File: src/rtl/column_prefetch_buffer_if.sv
// rtl/column_prefetch_buffer_if.sv - bus bundle between the column buffer, texture ROM and strip controller
//
// Signals:
//   theta       angle index from the rotation tracker
//   rom_addr    texture ROM address driven by the buffer
//   rom_data    texture ROM output, one cycle after rom_addr
//   next_px_num LED index requested by the strip controller
//   pixel       registered colour for next_px_num
//   busy        column fill in progress
//   drop_count  number of fills restarted before being shown
// Modports: master = column buffer side, slave = ROM / controller side.
interface column_prefetch_buffer_if #(
    parameter int THETA_BITS = 6,
    parameter int PX_BITS    = 6,
    parameter int DATA_WIDTH = 24,
    parameter int ADDR_WIDTH = 14
);
    logic [THETA_BITS-1:0] theta;
    logic [ADDR_WIDTH-1:0] rom_addr;
    logic [DATA_WIDTH-1:0] rom_data;
    logic [PX_BITS-1:0]    next_px_num;
    logic [DATA_WIDTH-1:0] pixel;
    logic                  busy;
    logic [7:0]            drop_count;

    modport master (
        input  theta, rom_data, next_px_num,
        output rom_addr, pixel, busy, drop_count
    );

    modport slave (
        output theta, rom_data, next_px_num,
        input  rom_addr, pixel, busy, drop_count
    );
endinterface

File: src/rtl/column_prefetch_buffer.sv
// rtl/column_prefetch_buffer.sv - double-buffered texture column store feeding the LED strip controller
//
// Prefetches one texture column (LED_COUNT pixels, row-flipped) from a synchronous
// ROM into the back bank whenever theta selects a new column, and swaps banks only
// on a strip-frame boundary so a frame never mixes two columns.
// Ports:
//   clk    system clock
//   reset  asynchronous active-high reset
//   bus    column_prefetch_buffer_if.master (theta, rom_addr/rom_data, next_px_num,
//          pixel, busy, drop_count)
// Optional build macro: COL_BUF_STATS_EN enables the saturating drop_count counter;
// without it drop_count is tied to 0.
module column_prefetch_buffer #(
    parameter int LED_COUNT  = 52,
    parameter int TEX_WIDTH  = 256,
    parameter int THETA_BITS = 6,
    parameter int PX_BITS    = 6,
    parameter int DATA_WIDTH = 24,
    parameter int ADDR_WIDTH = 14
) (
    input  logic                        clk,
    input  logic                        reset,
    column_prefetch_buffer_if.master    bus
);
    localparam int COL_W  = $clog2(TEX_WIDTH);
    localparam int IDX_W  = $clog2(LED_COUNT);
    localparam int PROD_W = THETA_BITS + COL_W + 1;

    typedef enum logic [1:0] {IDLE, FILL, DRAIN, READY} state_t;

    state_t                state_q;
    logic [IDX_W-1:0]      idx_q;
    logic [COL_W-1:0]      last_col_q;
    logic                  col_valid_q;
    logic                  rd_bank_q, rd_bank_d;
    logic                  shown_q, shown_d;
    logic                  busy_q;
    logic [PX_BITS-1:0]    prev_px_q;
    logic [ADDR_WIDTH-1:0] rom_addr_q;
    logic [DATA_WIDTH-1:0] pixel_q, pixel_d;
    logic [DATA_WIDTH-1:0] bank_q [2][LED_COUNT];

    logic [PROD_W-1:0]     prod;
    logic [COL_W-1:0]      col;
    logic [ADDR_WIDTH-1:0] fill_addr;
    logic                  col_change;
    logic                  boundary;
    logic                  swap;
    logic                  restart;
    logic                  wr_en;
    logic [IDX_W-1:0]      wr_idx;

    assign prod = PROD_W'(bus.theta) * PROD_W'(TEX_WIDTH);
    assign col  = COL_W'(prod >> THETA_BITS);

    // Row flip: fill index 0 fetches the bottom texture row.
    assign fill_addr = ADDR_WIDTH'((LED_COUNT - 1 - int'(idx_q)) * TEX_WIDTH + int'(col));

    assign col_change = !col_valid_q || (col != last_col_q);
    assign boundary   = (bus.next_px_num == '0) && (prev_px_q != '0);
    assign swap       = (state_q == READY) && boundary;
    assign restart    = (state_q == READY) && !boundary && col_change;

    assign rd_bank_d = rd_bank_q ^ swap;
    assign shown_d   = shown_q | swap;

    // The ROM answers one cycle late, so entry idx-1 lands while idx is addressed;
    // DRAIN catches the last entry.
    assign wr_en  = ((state_q == FILL) && (idx_q != '0)) || (state_q == DRAIN);
    assign wr_idx = (state_q == DRAIN) ? IDX_W'(LED_COUNT - 1) : idx_q - IDX_W'(1);

    // Read through the post-swap bank so pixel 0 of the boundary request already
    // comes from the new column.
    always_comb begin
        pixel_d = '0;
        if (shown_d && (32'(bus.next_px_num) < LED_COUNT)) begin
            pixel_d = bank_q[rd_bank_d][IDX_W'(bus.next_px_num)];
        end
    end

    always_ff @(posedge clk) begin
        if (wr_en) begin
            bank_q[~rd_bank_q][wr_idx] <= bus.rom_data;
        end
    end

    always_ff @(posedge clk or posedge reset) begin
        if (reset) begin
            state_q     <= IDLE;
            idx_q       <= '0;
            last_col_q  <= '0;
            col_valid_q <= 1'b0;
            rd_bank_q   <= 1'b0;
            shown_q     <= 1'b0;
            busy_q      <= 1'b0;
            prev_px_q   <= '0;
            rom_addr_q  <= '0;
            pixel_q     <= '0;
        end else begin
            prev_px_q <= bus.next_px_num;
            rd_bank_q <= rd_bank_d;
            shown_q   <= shown_d;
            pixel_q   <= pixel_d;
            if (state_q == FILL) begin
                rom_addr_q <= fill_addr;
            end
            case (state_q)
                IDLE: begin
                    if (col_change) begin
                        last_col_q  <= col;
                        col_valid_q <= 1'b1;
                        idx_q       <= '0;
                        busy_q      <= 1'b1;
                        state_q     <= FILL;
                    end
                end
                FILL: begin
                    if (idx_q == IDX_W'(LED_COUNT - 1)) begin
                        state_q <= DRAIN;
                    end else begin
                        idx_q <= idx_q + IDX_W'(1);
                    end
                end
                DRAIN: begin
                    busy_q  <= 1'b0;
                    state_q <= READY;
                end
                READY: begin
                    if (swap) begin
                        state_q <= IDLE;
                    end else if (restart) begin
                        // Newest column wins: refill the same back bank from scratch.
                        last_col_q <= col;
                        idx_q      <= '0;
                        busy_q     <= 1'b1;
                        state_q    <= FILL;
                    end
                end
                default: state_q <= IDLE;
            endcase
        end
    end

    assign bus.rom_addr = (state_q == FILL) ? fill_addr : rom_addr_q;
    assign bus.pixel    = pixel_q;
    assign bus.busy     = busy_q;

`ifdef COL_BUF_STATS_EN
    logic [7:0] drop_count_q;
    always_ff @(posedge clk or posedge reset) begin
        if (reset) begin
            drop_count_q <= '0;
        end else if (restart && (drop_count_q != 8'hFF)) begin
            drop_count_q <= drop_count_q + 8'd1;
        end
    end
    assign bus.drop_count = drop_count_q;
`else
    assign bus.drop_count = 8'd0;
`endif
endmodule

File: src/flat_wrapper.sv
// flat-port wrapper written by rule: the top's interface ports become plain ports
module column_prefetch_buffer_flat 
#(
    parameter int LED_COUNT  = 52,
    parameter int TEX_WIDTH  = 256,
    parameter int THETA_BITS = 6,
    parameter int PX_BITS    = 6,
    parameter int DATA_WIDTH = 24,
    parameter int ADDR_WIDTH = 14
)
  (clk, reset, bus_theta, bus_rom_data, bus_next_px_num, bus_rom_addr, bus_pixel, bus_busy, bus_drop_count);
  column_prefetch_buffer_if #(.THETA_BITS(THETA_BITS), .PX_BITS(PX_BITS), .DATA_WIDTH(DATA_WIDTH), .ADDR_WIDTH(ADDR_WIDTH)) bus_i ();
  input  logic clk;
  input  logic reset;
  input wire logic [$bits(bus_i.theta)-1:0] bus_theta;
  input wire logic [$bits(bus_i.rom_data)-1:0] bus_rom_data;
  input wire logic [$bits(bus_i.next_px_num)-1:0] bus_next_px_num;
  output wire logic [$bits(bus_i.rom_addr)-1:0] bus_rom_addr;
  output wire logic [$bits(bus_i.pixel)-1:0] bus_pixel;
  output wire logic [$bits(bus_i.busy)-1:0] bus_busy;
  output wire logic [$bits(bus_i.drop_count)-1:0] bus_drop_count;
  assign bus_i.theta = bus_theta;
  assign bus_i.rom_data = bus_rom_data;
  assign bus_i.next_px_num = bus_next_px_num;
  assign bus_rom_addr = bus_i.rom_addr;
  assign bus_pixel = bus_i.pixel;
  assign bus_busy = bus_i.busy;
  assign bus_drop_count = bus_i.drop_count;
  column_prefetch_buffer #(.LED_COUNT(LED_COUNT), .TEX_WIDTH(TEX_WIDTH), .THETA_BITS(THETA_BITS), .PX_BITS(PX_BITS), .DATA_WIDTH(DATA_WIDTH), .ADDR_WIDTH(ADDR_WIDTH)) u_core (.clk(clk), .reset(reset), .bus(bus_i));
endmodule
File: config.mk
export PLATFORM = sky130hd
export DESIGN_NAME = column_prefetch_buffer_flat
export DESIGN_NICKNAME = d
export VERILOG_FILES = /design/src/rtl/column_prefetch_buffer_if.sv /design/src/rtl/column_prefetch_buffer.sv /design/src/flat_wrapper.sv
export SDC_FILE = /design/constraint.sdc
export NUM_CORES = 2
export LEC_CHECK = 0
export BUFFER_PORTS_ARGS = -buffer_cell sky130_fd_sc_hd__buf_4
export CORE_AREA = 2 2 455 637
export DETAILED_ROUTE_END_ITERATION = 12
export DIE_AREA = 0 0 457 639
export HOLD_SLACK_MARGIN = 0.12
export MAX_ROUTING_LAYER = met4
export PLACE_DENSITY = 0.5
export SYNTH_ARGS = -nofsm -noshare
export SYNTH_HDL_FRONTEND = slang
export SYNTH_SLANG_ARGS = --single-unit
File: constraint.sdc
create_clock -name clk -period 4.2 [get_ports clk]
set_input_delay 0.42 -clock clk [delete_from_list [all_inputs] [get_ports clk]]
set_output_delay 0.42 -clock clk [all_outputs]
set_load 0.02 [all_outputs]
==> run_results.csv <==
group,metric,value,unit
cts,cts.reportedPaths.clkPinSlew,0.06,ns
die,ioPinCount,85,
worst_setup_path,timing_worst_setup_path_type,"flop to flop",
die,die_area,292000,sq um
die,fp.dieW,457,microns
worst_setup_path,endpoint_kind,"flop",
status,outcome,"completed",
sta,max_freq,0.238,GHz
global_routing,track_usage,28.0,%
global_routing,antenna_found_initial,28,
routing,first_iter_violations,10100,
pwr,p_leak,37.6,nW
cts,cts-root-buf,"clkbuf_16",
worst_setup_path,required,5.05,ns
pwr,p_per_area,447,nW/um^2
place,place_area,110000,sq um
yosys,avgSynthCellArea,16.0,sq um
final_layout,final_nets,6839,
sta,max_slew_margin,9.52,%
routing,drt-pass1-iter-count,6,
yosys,yosys_warnings,0,
worst_setup_path,cp_max_fo,33,
cts,clkSinkCount,2558,
place,place.gp.congestion,0.915,
cts,h-tree-depth,4,
sta,hold_viol_final,0,
sta,rsz0062_at_grt,"false",
die,initial_core_util,34.8,%
cts,cts_made_buffers,245,
routing,drc,0,
die,fp.coreArea,287000,sq um
run,drv_cap,0,
pwr,power,53.1,mW
final_layout,fillers,26000,
pwr,ir_drop,0.357,mV
global_routing,first_global_vias,61700,
global_routing,grt_pass1_wl,546000,microns
sta,slew_viol_final,0,
hold_path,holdCritPathClass,"primary input to flop",
global_routing,grt_overflow,0,
sta,fin_crit_sh,99.9,%
final_layout,drive_gt1_share,19.3,%
final_layout,stdcell_area,119000,sq um
yosys,syn_area,99700,sq um
cts,cts_tree,"yes",
routing,wl,410000,microns
routing,wl_per_cell,38.0,microns
yosys,ys.flop_type,"edfxtp_1",
sta,min_period,4.19,ns
yosys,ys_seq_area_share,76.7,%
routing,antenna_left,0,
global_routing,grt_start_max_net_pins,105,
yosys,syn_inst,6232,
sta,worst_pin_slew,1.34,ns
yosys,ys_async_sr_fraction,2.42,%
cts,clockBufferDepth,4,
die,fp-row-count,233,
worst_setup_path,critPathLaunchType,"flop",
worst_setup_path,crit_arrival,5.04,ns
yosys,synth_seq_cells,2558,
place,post-dp-hpwl,255000,microns
routing,via_count,64900,
place,portBuffers,76,
sta,finClkSkew,0.0404,ns
yosys,synth_edf_count,2496,
yosys,yosysUniqueCellTypes,84,
sta,setup_viol,0,
die,die_h,639,microns
cts,clock_latency,0.96,ns
final_layout,syn2layout_area_growth,19.0,%
routing,viasPerCell,6.03,
## per-layer routing
metal	GRT usage (%)	vias to the layer above	part of all wire (%)	routed length, microns
li1	-	26000	-	-
met1	34.0	34200	37	150000
met2	45.0	3934	48	196000
met3	4.35	866	9.0	36700
met4	15.4	0	6.5	26700
met5	-	-	0	0
## metrics by stage
stage	util (%)	TNS, ns	hold slack, ns	setup slack (ns)	std cells
after floorplan	-	0	0.436	0.498	6239
after global placement	38.5	-2.96	0.482	-0.875	10300
after detailed placement	38.5	-1.63	0.476	-0.422	10300
after CTS	41.3	-0.0348	0.127	-0.0320	10700
after global routing	41.4	0	0.121	0.00952	10800
final	41.4	0	0.120	0.00557	10800
## cells by family (layout without fill, tap and decap cells)
logic type	Yosys count	after routing	synth area share [%]
buf+inv	435	1182	1.89
other cells	1	28	0.00376
mux	456	456	5.75
simple gates	1551	1552	6.99
fa+ha+maj	9	9	0.113
compound gates	1205	1205	8.38
xor+xnor	17	17	0.168
flops	2558	2558	76.7
## cells in the mapped netlist (all sizes together), types with 13 or more instances
| cell type | count | area (sq um) |
|---|---|---|
| a2111oi | 14 | 123 |
| a211oi | 32 | 245 |
| a21oi | 195 | 976 |
| a221o | 17 | 170 |
| a221oi | 71 | 622 |
| a22o | 15 | 131 |
| a22oi | 94 | 706 |
| a311oi | 14 | 123 |
| a31oi | 88 | 551 |
| a32oi | 29 | 254 |
| and3 | 44 | 275 |
| buf | 161 | 856 |
| clkbuf | 252 | 946 |
| dfrtp | 62 | 1550 |
| edfxtp | 2496 | 75000 |
| inv | 21 | 81.3 |
| mux2 | 54 | 608 |
| mux2i | 314 | 3140 |
| mux4 | 88 | 1980 |
| nand2 | 654 | 2450 |
| nand3 | 235 | 1180 |
| nand4 | 52 | 325 |
| nor2 | 305 | 1140 |
| nor2b | 17 | 106 |
| nor3 | 95 | 475 |
| nor4 | 35 | 219 |
| o2111ai | 13 | 114 |
| o211ai | 46 | 345 |
| o21ai | 164 | 821 |
| o221ai | 88 | 771 |
| o22a | 13 | 114 |
| o22ai | 175 | 1090 |
| o311ai | 30 | 263 |
| o31ai | 20 | 150 |
| or3 | 54 | 338 |
| or4 | 13 | 101 |
## cells in the final DEF, fill, tap and decap left out, types with 52 or more instances in the layout
cell,Yosys,layout
o22ai_1,175,175
nand4_1,52,52
nor2_4,0,65
a21oi_1,195,193
buf_12,0,141
mux4_2,88,88
o21ai_0,161,159
dfrtp_1,62,61
nor2_1,305,195
edfxtp_1,2496,2496
a22oi_1,94,93
nand3_1,235,235
a31oi_1,88,88
mux2i_1,314,312
mux2_2,54,54
clkbuf_1,252,57
nand2_1,654,646
o221ai_1,88,88
nor3_1,95,94
or3_1,54,54
clkbuf_16,0,247
a221oi_1,71,71
buf_4,22,542
## flip-flops by register name, summed over array words and instances (netlist names)
register and count:
u_core.bank_q 2496, u_core.bus.pixel 24, u_core.rom_addr_q 14, u_core.idx_q 6
u_core.last_col_q 6, u_core.prev_px_q 6, u_core.state_q 2, u_core.bus.busy 1
u_core.col_valid_q 1, u_core.rd_bank_q 1, u_core.shown_q 1
## area by class of cell
cell class	instances	area, sq um	share of cell area [%]
sequential	2558	76500	64.5
multi-input combinational	3247	22200	18.7
timing repair buffer	717	7270	6.12
clock buffer	303	6370	5.37
tap	3760	4700	3.96
clock inverter	139	1420	1.20
inverter	22	108	0.0907
antenna	20	50.0	0.0422
timing repair inverter	1	8.76	0.00738
## critical path, cell delays in order, from the launching register on
cell	delay, ns
dfrtp_1	0.38
or4_4	0.55
o211ai_1	0.36
buf_12	0.24
buf_12	0.27
nor2_2	0.07
buf_4	0.19
buf_4	0.19
a22oi_1	0.24
o221ai_1	0.20
a2111oi_1	0.51
buf_4	0.25
o41ai_1	0.11
buf_4	0.24
o211a_1	0.22
## path summary, 6_finish.rpt
check                                              start                              end  slack (ns)  cells after the start
max                        u_core.prev_px_q[3]$_DFF_PP0_    u_core.bus.pixel[4]$_DFF_PP0_       0.006                     14
min                                     bus_rom_data[20]  u_core.bank_q[1][500]$_DFFE_PP_        0.12                      1
max reg2reg                u_core.prev_px_q[3]$_DFF_PP0_    u_core.bus.pixel[4]$_DFF_PP0_       0.006                     14
min reg2reg                  u_core.bus.busy$_DFFE_PP0P_      u_core.bus.busy$_DFFE_PP0P_        0.48                      1
max in group asynchronous                          reset   u_core.bus.pixel[19]$_DFF_PP0_        2.89                      4
min in group asynchronous                          reset   u_core.rom_addr_q[1]$_DFF_PP0_        0.21                      3
## repair_timing
action,CTS,global route
pin swaps,3,2
setup buffers,5,0
endpoints found under the setup margin,12,5
endpoints found under the hold margin,444,0
hold buffers,28,0
gates resized for setup,9,7
gates cloned,1,2
## where the power goes
group          total (mW)  internal, mW  switching [mW]  leakage, nW
Combinational        2.69         0.661            2.03         10.6
Sequential           28.2          28.0           0.119         23.2
Clock                22.2          12.3            9.91         3.79
Total                53.1          41.0            12.1         37.6
No activity file was read; power rests on OpenSTA's default activity.
